## src/rtl/rec_pkg.sv

```systemverilog
// Shared definitions for the receive-channel scheduler and switch.
package rec_pkg;

  localparam logic [2:0] CH_PARKED  = 3'd7;
  localparam int         REC_NUM_CH = 6;
  localparam int         REC_USDW_W = 8;
  localparam int         REC_CH_W   = 3;

  typedef enum logic [2:0] {
    S_IDLE   = 3'd0,
    S_SETTLE = 3'd1,
    S_START  = 3'd2,
    S_XFER   = 3'd3,
    S_DONE   = 3'd4
  } sched_state_t;

endpackage

```

## src/rtl/rec_channel_scheduler_if.sv

```systemverilog
// Control/status bundle between the scheduler, the FIFO status, the switch and the DMA master.
interface rec_channel_scheduler_if #(
  parameter int NUM_CH = 6,
  parameter int CH_W   = 3,
  parameter int USDW_W = 8
);
  logic                       enable;
  logic [NUM_CH-1:0]          ch_mask;
  logic [USDW_W-1:0]          burst_words;
  logic [NUM_CH*USDW_W-1:0]   ch_usdw;
  logic                       dma_rd_req;
  logic [CH_W-1:0]            active_channel;
  logic                       dma_start;
  logic [USDW_W-1:0]          dma_len;
  logic                       burst_done;
  logic                       busy;
  logic                       stray_rd;

  modport master (
    output enable, ch_mask, burst_words, ch_usdw, dma_rd_req,
    input  active_channel, dma_start, dma_len, burst_done, busy, stray_rd
  );

  modport slave (
    input  enable, ch_mask, burst_words, ch_usdw, dma_rd_req,
    output active_channel, dma_start, dma_len, burst_done, busy, stray_rd
  );
endinterface

```

## src/rtl/rr_pick.sv

```systemverilog
// Rotating-priority search: first eligible channel above last_ch, wrapping, last_ch itself checked last.
module rr_pick #(
  parameter int NUM_CH = 6,
  parameter int CH_W   = 3
) (
  input  logic [NUM_CH-1:0] i_elig,
  input  logic [CH_W-1:0]   i_last_ch,
  output logic              o_grant_valid,
  output logic [CH_W-1:0]   o_grant_idx
);

  int w_idx;

  // Walk from the farthest candidate to the nearest so the nearest hit overwrites.
  always_comb begin
    o_grant_valid = 1'b0;
    o_grant_idx   = '0;
    w_idx         = 0;
    for (int k = NUM_CH; k >= 1; k--) begin
      w_idx = (int'(i_last_ch) + k) % NUM_CH;
      if (i_elig[w_idx]) begin
        o_grant_valid = 1'b1;
        o_grant_idx   = CH_W'(w_idx);
      end
    end
  end

endmodule

```

## src/rtl/rec_channel_scheduler.sv

```systemverilog
// Round-robin burst scheduler: grants a FIFO channel to the switch, launches a DMA burst
// and counts read strobes until the burst completes.
module rec_channel_scheduler
  import rec_pkg::*;
#(
  parameter int NUM_CH     = 6,
  parameter int CH_W       = 3,
  parameter int USDW_W     = 8,
  parameter int SETTLE_CYC = 2
) (
  input logic                  clk,
  input logic                  reset_n,
  rec_channel_scheduler_if.slave bus
);

  localparam int SET_W = (SETTLE_CYC > 1) ? $clog2(SETTLE_CYC) : 1;

  sched_state_t      r_state;
  sched_state_t      w_next;
  logic [CH_W-1:0]   r_active;
  logic [CH_W-1:0]   r_last_ch;
  logic [USDW_W-1:0] r_dma_len;
  logic [USDW_W-1:0] r_word_cnt;
  logic [SET_W-1:0]  r_settle;
  logic              r_stray;
  logic [NUM_CH-1:0] w_elig;
  logic              w_grant_valid;
  logic [CH_W-1:0]   w_grant_idx;
  logic              w_grant;
  logic              w_last_word;

  always_comb begin
    w_elig = '0;
    for (int i = 0; i < NUM_CH; i++) begin
      w_elig[i] = bus.ch_mask[i] && (bus.burst_words != '0) &&
                  (bus.ch_usdw[i*USDW_W +: USDW_W] >= bus.burst_words);
    end
  end

  rr_pick #(
    .NUM_CH (NUM_CH),
    .CH_W   (CH_W)
  ) u_rr_pick (
    .i_elig        (w_elig),
    .i_last_ch     (r_last_ch),
    .o_grant_valid (w_grant_valid),
    .o_grant_idx   (w_grant_idx)
  );

  assign w_grant     = bus.enable && w_grant_valid;
  assign w_last_word = bus.dma_rd_req && (r_word_cnt == r_dma_len - USDW_W'(1));

  always_ff @(posedge clk or negedge reset_n) begin
    if (!reset_n) r_state <= S_IDLE;
    else          r_state <= w_next;
  end

  always_comb begin
    w_next = r_state;
    case (r_state)
      S_IDLE:   if (w_grant) w_next = S_SETTLE;
      S_SETTLE: if (r_settle == '0) w_next = S_START;
      S_START:  w_next = S_XFER;
      S_XFER:   if (w_last_word) w_next = S_DONE;
      S_DONE:   w_next = S_IDLE;
      default:  w_next = S_IDLE;
    endcase
  end

  always_comb begin
    bus.dma_start  = (r_state == S_START);
    bus.burst_done = (r_state == S_DONE);
    bus.busy       = (r_state != S_IDLE);
  end

  // Grant inputs are sampled only in IDLE, so mask/length changes never touch a running burst.
  always_ff @(posedge clk or negedge reset_n) begin
    if (!reset_n) begin
      r_active   <= CH_W'(CH_PARKED);
      r_last_ch  <= CH_W'(NUM_CH - 1);
      r_dma_len  <= '0;
      r_word_cnt <= '0;
      r_settle   <= '0;
      r_stray    <= 1'b0;
    end else begin
      if (bus.dma_rd_req && (r_state != S_XFER)) r_stray <= 1'b1;
      case (r_state)
        S_IDLE: begin
          if (w_grant) begin
            r_active  <= w_grant_idx;
            r_dma_len <= bus.burst_words;
            r_settle  <= SET_W'(SETTLE_CYC - 1);
          end
        end
        S_SETTLE: if (r_settle != '0) r_settle <= r_settle - SET_W'(1);
        S_START:  r_word_cnt <= '0;
        S_XFER:   if (bus.dma_rd_req) r_word_cnt <= r_word_cnt + USDW_W'(1);
        S_DONE: begin
          r_last_ch <= r_active;
          r_active  <= CH_W'(CH_PARKED);
        end
        default: ;
      endcase
    end
  end

  assign bus.active_channel = r_active;
  assign bus.dma_len        = r_dma_len;
  assign bus.stray_rd       = r_stray;

endmodule

```

## src/flat_wrapper.sv

```systemverilog
// flat-port wrapper written by rule: the top's interface ports become plain ports
module rec_channel_scheduler_flat import rec_pkg::*;
#(
  parameter int NUM_CH     = 6,
  parameter int CH_W       = 3,
  parameter int USDW_W     = 8,
  parameter int SETTLE_CYC = 2
)
  (clk, reset_n, bus_enable, bus_ch_mask, bus_burst_words, bus_ch_usdw, bus_dma_rd_req, bus_active_channel, bus_dma_start, bus_dma_len, bus_burst_done, bus_busy, bus_stray_rd);
  rec_channel_scheduler_if #(.NUM_CH(NUM_CH), .CH_W(CH_W), .USDW_W(USDW_W)) bus_i ();
  input logic clk;
  input logic reset_n;
  input wire logic [$bits(bus_i.enable)-1:0] bus_enable;
  input wire logic [$bits(bus_i.ch_mask)-1:0] bus_ch_mask;
  input wire logic [$bits(bus_i.burst_words)-1:0] bus_burst_words;
  input wire logic [$bits(bus_i.ch_usdw)-1:0] bus_ch_usdw;
  input wire logic [$bits(bus_i.dma_rd_req)-1:0] bus_dma_rd_req;
  output wire logic [$bits(bus_i.active_channel)-1:0] bus_active_channel;
  output wire logic [$bits(bus_i.dma_start)-1:0] bus_dma_start;
  output wire logic [$bits(bus_i.dma_len)-1:0] bus_dma_len;
  output wire logic [$bits(bus_i.burst_done)-1:0] bus_burst_done;
  output wire logic [$bits(bus_i.busy)-1:0] bus_busy;
  output wire logic [$bits(bus_i.stray_rd)-1:0] bus_stray_rd;
  assign bus_i.enable = bus_enable;
  assign bus_i.ch_mask = bus_ch_mask;
  assign bus_i.burst_words = bus_burst_words;
  assign bus_i.ch_usdw = bus_ch_usdw;
  assign bus_i.dma_rd_req = bus_dma_rd_req;
  assign bus_active_channel = bus_i.active_channel;
  assign bus_dma_start = bus_i.dma_start;
  assign bus_dma_len = bus_i.dma_len;
  assign bus_burst_done = bus_i.burst_done;
  assign bus_busy = bus_i.busy;
  assign bus_stray_rd = bus_i.stray_rd;
  rec_channel_scheduler #(.NUM_CH(NUM_CH), .CH_W(CH_W), .USDW_W(USDW_W), .SETTLE_CYC(SETTLE_CYC)) u_core (.clk(clk), .reset_n(reset_n), .bus(bus_i));
endmodule
```

## config.mk

```make
export PLATFORM = sky130hd
export DESIGN_NAME = rec_channel_scheduler_flat
export DESIGN_NICKNAME = d
export VERILOG_FILES = /design/src/rtl/rec_pkg.sv /design/src/rtl/rec_channel_scheduler_if.sv /design/src/rtl/rr_pick.sv /design/src/rtl/rec_channel_scheduler.sv /design/src/flat_wrapper.sv
export SDC_FILE = /design/constraint.sdc
export NUM_CORES = 1
export LEC_CHECK = 0
export CAP_MARGIN = 20
export CORE_UTILIZATION = 47
export DETAILED_ROUTE_END_ITERATION = 10
export PLACE_DENSITY = 0.81
export SYNTH_ARGS = -nofsm -noshare
export SYNTH_HDL_FRONTEND = slang
export SYNTH_HIERARCHICAL = 1
export SYNTH_SLANG_ARGS = --single-unit
```

## constraint.sdc

```tcl
create_clock -name clk -period 3.5 [get_ports clk]
set_input_delay 0.35 -clock clk [delete_from_list [all_inputs] [get_ports clk]]
set_output_delay 0.35 -clock clk [all_outputs]
set_load 0.005 [all_outputs]
```

Word level (Yosys, flattened, before mapping)
Cells that the tools add are included.
- magnitude comparators: 12
- muxes and demuxes: 41
- div/mod/pow operators: 6
- eq/ne operators: 10
- reduce and logical (&&, ||, !) cells: 26
- add/subtract/negate cells: 9
- operators by type and width (kind ; count):
    32-bit by 5-bit less-than comparator with 1-bit output, second input constant ; 6
    32-bit by 4-bit modulo with 32-bit output, second input constant ; 6
    8-bit >= comparator ; 6
    3-bit two-way mux ; 10
    1-bit two-way mux ; 20
    1-bit binary-select mux with 3-bit select ; 6
    8-bit case mux with 2 select lines ; 1
    1-bit logical AND ; 15
    3-bit by 3-bit adder with 4-bit output, second input constant ; 3
    3-bit case mux with 4 select lines ; 1
    3-bit by 2-bit adder with 4-bit output, second input constant ; 2
    8-bit by 1-bit adder with 8-bit output, second input constant ; 1
    8-bit == test ; 1
    8-bit two-way mux ; 1
    2-bit AND reduction ; 4
    8-bit nonzero test ; 1
    8-bit by 1-bit subtractor with 8-bit output, second input constant ; 1
    3-bit by 2-bit == test with 1-bit output, second input constant ; 2
    3-bit case mux with 2 select lines ; 1
    2-bit nonzero test ; 3
    3-bit by 1-bit adder with 4-bit output, second input constant ; 1
    2-bit by 1-bit inequality test with 1-bit output, second input constant ; 2
    2-bit inequality test, second input constant ; 2
    3-bit by 1-bit == test with 1-bit output, second input constant ; 1
    7 further kinds ; 7
- register bits after elaboration: 27
- logic and storage cells: 111
- bits of input ports: 66
- output and inout port bits: 15

Longest topological paths before layout
- word-level depth: 15
- depth in mapped cells: 21

Cells and area by module
The synthesis kept the hierarchy.
- by module, submodules not included (module ; instances ; cells an instance ; area an instance (µm²)):
    rec_channel_scheduler ; 1 ; 279 ; 2573.7
    rr_pick ; 1 ; 124 ; 922.1

Least setup slack after synthesis
Ideal clock, no wire load.
- path kind: reg-to-reg
- start point: reg u_core.r_last_ch[0]
- end point: reg u_core.r_state[0]
- cell stages (with the launch flop): 20
- library setup time: 0.125 ns
- required time: 3.375 ns
- path slack: -0.326 ns
- path buffers: 2
- arrival time: 3.701 ns
- period minus slack after synthesis: 3.826 ns
- path through: dfstp_2 > buf_4 > buf_6 > inv_1 > ha_1 > xnor2_2 > ha_1 > nor2b_1 > nand3_1 > a21oi_1 > o311ai_1 > nand2_1 > nor2_1 > nand3_1 > nand2_1 > o211ai_1 > nand4_1 > a2111oi_4 > a21oi_2 > mux2_4
- cells in the longest elaborated chain, start to end: 14
- elaborated cells on any way between the ends: 39
- classes of those cells: add/sub (6); div (6); eq/ne (1); mux (24); reduce/logical (2)
- ends and longest elaborated chain (element ; RTL line ; text):
    start, declared ; rec_channel_scheduler.sv:21 ; logic [CH_W-1:0] r_last_ch;
    start signal, assigned ; rec_channel_scheduler.sv:80 ; r_last_ch <= CH_W'(NUM_CH - 1);
    start signal, assigned ; rec_channel_scheduler.sv:99 ; r_last_ch <= r_active;
    3-bit by 3-bit adder with 4-bit output ; rr_pick.sv:20 ; w_idx = (int'(i_last_ch) + k) % NUM_CH;
    32-bit by 4-bit modulo with 32-bit output ; rr_pick.sv:20 ;
    1-bit binary-select mux with 3-bit select ; rr_pick.sv:21 ; if (i_elig[w_idx]) begin
    1-bit two-way mux (implied by the code) (2 in series) ; rr_pick.sv:21 ;
    1-bit two-way mux (5 in series) ; rr_pick.sv:21 ;
    1-bit two-way mux * ; rr_pick.sv:21 ;
    named net u_core.w_grant_valid ; rec_channel_scheduler.sv:27 ; logic w_grant_valid;
    1-bit logical AND * ; rec_channel_scheduler.sv:50 ; assign w_grant = bus.enable && w_grant_valid;
    2-bit by 1-bit inequality test with 1-bit output (no source line) * ; n/a ;
    3-bit AND reduction (no source line) * ; n/a ;
    end signal, assigned ; rec_channel_scheduler.sv:55 ; else r_state <= w_next;
    end, declared ; rec_channel_scheduler.sv:18 ; sched_state_t r_state;
The timed path passes the listed nets; every way through them passes the cells marked *. The select of a mux whose other input is x is not followed.
A chain may end at the register's enable or synchronous reset.

Final worst setup path
- start point: reg u_core.r_last_ch[1]
- end point: reg u_core.r_active[0], in the netlist u_core/bus.active_channel[0]
- elaborated cells on any way between the ends: 47
- classes of those cells: add/sub (6); div (6); eq/ne (1); mux (32); reduce/logical (2)
- RTL lines (element ; RTL line ; text):
    3-bit by 3-bit adder with 4-bit output ; rr_pick.sv:20 ;
    32-bit by 4-bit modulo with 32-bit output ; rr_pick.sv:20 ;
    1-bit binary-select mux with 3-bit select ; rr_pick.sv:21 ;
    1-bit two-way mux (implied by the code) (2 in series) ; rr_pick.sv:21 ;
    3-bit two-way mux (5 in series) ; rr_pick.sv:21 ;
    3-bit two-way mux * ; rr_pick.sv:21 ;
    named net u_core.w_grant_idx[0] ; rec_channel_scheduler.sv:28 ; logic [CH_W-1:0] w_grant_idx;
    3-bit two-way mux * ; rec_channel_scheduler.sv:89 ; if (w_grant) begin
    3-bit case mux with 2 select lines * ; rec_channel_scheduler.sv:87 ; case (r_state)
    end signal, assigned ; rec_channel_scheduler.sv:79 ; r_active <= CH_W'(CH_PARKED);
    end signal, assigned ; rec_channel_scheduler.sv:90 ; r_active <= w_grant_idx;
    end signal, assigned ; rec_channel_scheduler.sv:100 ; r_active <= CH_W'(CH_PARKED);
    end, declared ; rec_channel_scheduler.sv:20 ; logic [CH_W-1:0] r_active;
Marked as above.

==> impl_metrics.ini <==
[run_status]
status = finished, violations left
violations = setup timing

[logic_synthesis]
netlist.area_leader.share = 0.2147
synthTopCellsByArea = ha_1 21%, dfrtp_1 16%, nand2_1 4.8%, o21ai_0 4.0%, dfstp_2 3.8%
ys_async_sr_fraction = 1.000
seq_area_frac_synth = 0.1951
yosys-top-cells-count = 60 x ha_1, 45 x nand2_1, 28 x o21ai_0
syn_area_per_cell_um2 = 8.675
synth_nets = 529
ys.flop_type = dfrtp_1
yosysUniqueCellTypes = 64
syn-cell-area_um2 = 3496
yosysTopAreaCell = ha_1
yosysMostFrequentCell = ha_1
syn-instance-count = 403
synth_warnings = 6
yosys_register_bits = 27
synth_edf_count = 0

[worst_setup_path]
path_common_cell = a21oi_1
slowest_delay_ns = 0.59
reg2regPathDepth = 16
setup.worst_path.class = reg -> reg
crit_buf_inv = 4
cp_data_required_time_ns = 3.71
start_kind = register
slowest_stage = a2111oi_0
path_depth = 16
worstPathCellList = inv_1 -> ha_1 -> a21oi_1 -> inv_1 -> ha_1 -> nor2b_2 -> a21oi_1 -> o21a_1 -> o311ai_4 -> nand2_2 -> buf_4 -> buf_4 -> a2111oi_0 -> a21oi_1 -> mux2i_1 -> nand2_1
arrival_ns = 3.96
cp_top_family = compound AO/OA/AOI/OAI gates
cp_max_fo = 6
worstSetupEndpointType = register

[timing]
finalHoldViolCount = 0
maxSlewHeadroom = 0.5868
finClkSkew_ns = 0.001923
fmax_ghz = 0.2664
fin_ws_ns = -0.2544
period_minus_slack_ns = 3.754
slew_viol_final = 0
setup_violations = 8
post-route-period-util = 1.073
rsz0062_at_grt = true
tightest_slew_ns = 0.6042

[finish]
multi_input_area_um2 = 3017
fillers = 470
n_antenna_cell = 0
stdcell_count = 658
syn2layout_area_growth_pct = 55.76
final_nets = 686
final_area_um2 = 5445
seqCellArea_um2 = 683.2
final_layout_size_suffix_gt1_frac = 0.3435

[global_routing]
grt_usage = 0.2758
grt_pass1_wl_um = 16950
grt_overflow = 0
grt_pass1_vias = 3802
grt_start_max_net_pins = 24
antenna_found_initial = 0

[clocking]
tritoncts = done
clk_pin_slew_worst_paths_ns = 0.10
ctsHoldBuffers = 0
numCtsBuffers = 3
cts.sinks = 27
worstSkewPairLatency_ns = 0.28
clockBufferDepth = 2
htree_num_levels = 1
cts_root_buffer = clkbuf_8

[floorplan]
die_area_um2 = 7787
coreArea_um2 = 7214
core.rowCount = 31
start_util = 0.4846
pin_count = 81
die_width_um = 88.25
die_y_um = 88.25

[routing]
wl_per_cell_um = 18.23
drt_iter0_markers = 267
drc = 0
vias_per_cell = 5.992
drt-total-wl_um = 12000
antenna_left = 0
dr.pass1.iters = 4
via_count = 3943

[placed_design]
dpl_cell_area_um2 = 4758
dp_hpwl_um = 7511
portBuffers = 80
gp_congestion = 0.8913
place_inst = 620

[power_and_ir_drop]
intPower_mw = 0.7264
ir_drop_uv = 172.5
p_leak_nw = 2.530
p_sw_mw = 0.3877
sequentialPowerShare = 0.353
netSwitchingFraction = 0.3480
power_frac_clock = 0.168
power_density_nw_per_um2 = 204.6
combPwrFrac = 0.479

[flow_run]
cap_violations = 0

[min_path]
hp-class = in -> async
-- cells by family after synthesis --
| group | after synthesis | share of synthesized area |
|---|---|---|
| AOI/OAI and AO/OA | 124 | 0.2677 |
| and+or+nand+nor | 123 | 0.1793 |
| adders and majority gates | 60 | 0.2147 |
| buffers and inverters | 38 | 0.05190 |
| DFF | 27 | 0.1951 |
| muxes | 18 | 0.05440 |
| xor gates and xnor gates | 13 | 0.03687 |
-- what timing repair did --
item                                    CTS  global route
gates resized for setup                  73            60
buffers inserted                         23            14
endpoints found under the hold margin     0             0
endpoints found under the setup margin   15            15
pin swaps                                58            54
-- sequential cells by signal, summed over array words and instances (netlist names) --
signal	flops
u_core/r_word_cnt	8
u_core/bus.active_channel	3
u_core/r_last_ch	3
u_core/bus.stray_rd	1
u_core/r_state	3
u_core/r_settle	1
u_core/bus.dma_len	8
-- placed cells by master, fill, tap and decap left out, drive strengths merged, types with 4 or more instances in the layout --
cell type,Yosys,routed
nand4,4,4
dfstp,5,5
nor3,13,13
o21a,9,9
or3,4,4
dlymetal6s2s,0,5
ha,60,60
clkdlybuf4s50,0,58
dlygate4sd2,0,10
mux2i,13,13
a31oi,7,7
nand2b,12,12
nor2,16,16
o2111a,6,6
nand2,45,45
nor2b,5,5
inv,25,25
a211oi,16,16
o211ai,5,5
a21oi,17,17
xnor2,5,5
buf,7,86
mux2,5,5
o21ai,28,28
a21o,16,16
xor2,8,8
dfrtp,22,22
nor3b,4,4
nand3,5,5
clkbuf,6,7
-- power by group through the flow --
stage	logic (mW)	registers [mW]	clock network (mW)
after floorplan	0.257	0.360	0
after global placement	0.381	0.396	0
after detailed placement	0.399	0.398	0
after CTS	0.458	0.392	0.188
after global routing	0.577	0.399	0.202
final	0.534	0.393	0.187
-- per-layer routing --
metal	routed length [um]	track usage
met3	497	0.02705
met1	4586	0.2990
met4	761	0.1422
met5	0	0
met2	6153	0.5273
-- cell type report --
class / instances / share of cell area
multi-input cells: 338 / 0.5540
clock buffers: 3 / 0.007583
repair buffers: 165 / 0.2688
well taps: 99 / 0.02275
inverters: 25 / 0.01999
flip-flops and latches: 27 / 0.1255
clock inverters: 1 / 0.001379
-- through the flow --
stage	power, mW	setup TNS [ns]	setup slack (ns)	hold slack [ns]	util
3_3_place_gp	0.7770	-7.837	-0.7776	0.4475	0.6596
4_1_cts	1.038	0	0.003324	0.4700	0.7109
3_5_place_dp	0.7969	-9.655	-0.8923	0.4481	0.6596
5_1_grt	1.178	-3.728	-0.4474	0.3330	0.7548
2_1_floorplan	0.6168	-0.05587	-0.05587	0.05441	-
6_report	1.114	-0.6752	-0.2544	0.3213	0.7548
-- worst paths after layout --
kind	from	end	slack, ns
setup / recovery	u_core/r_last_ch[1]	u_core/bus.active_channel[0]	-0.25
hold / removal	reset_n	u_core/bus.dma_len[1]	0.32
setup reg to reg	u_core/r_last_ch[1]	u_core/bus.active_channel[0]	-0.25
hold reg to reg	u_core/bus.stray_rd	u_core/bus.stray_rd	0.47
max in group asynchronous	reset_n	u_core/r_last_ch[2]	2.55
min in group clk	u_core/bus.stray_rd	u_core/bus.stray_rd	0.47
(Power assumes the default switching activity.)
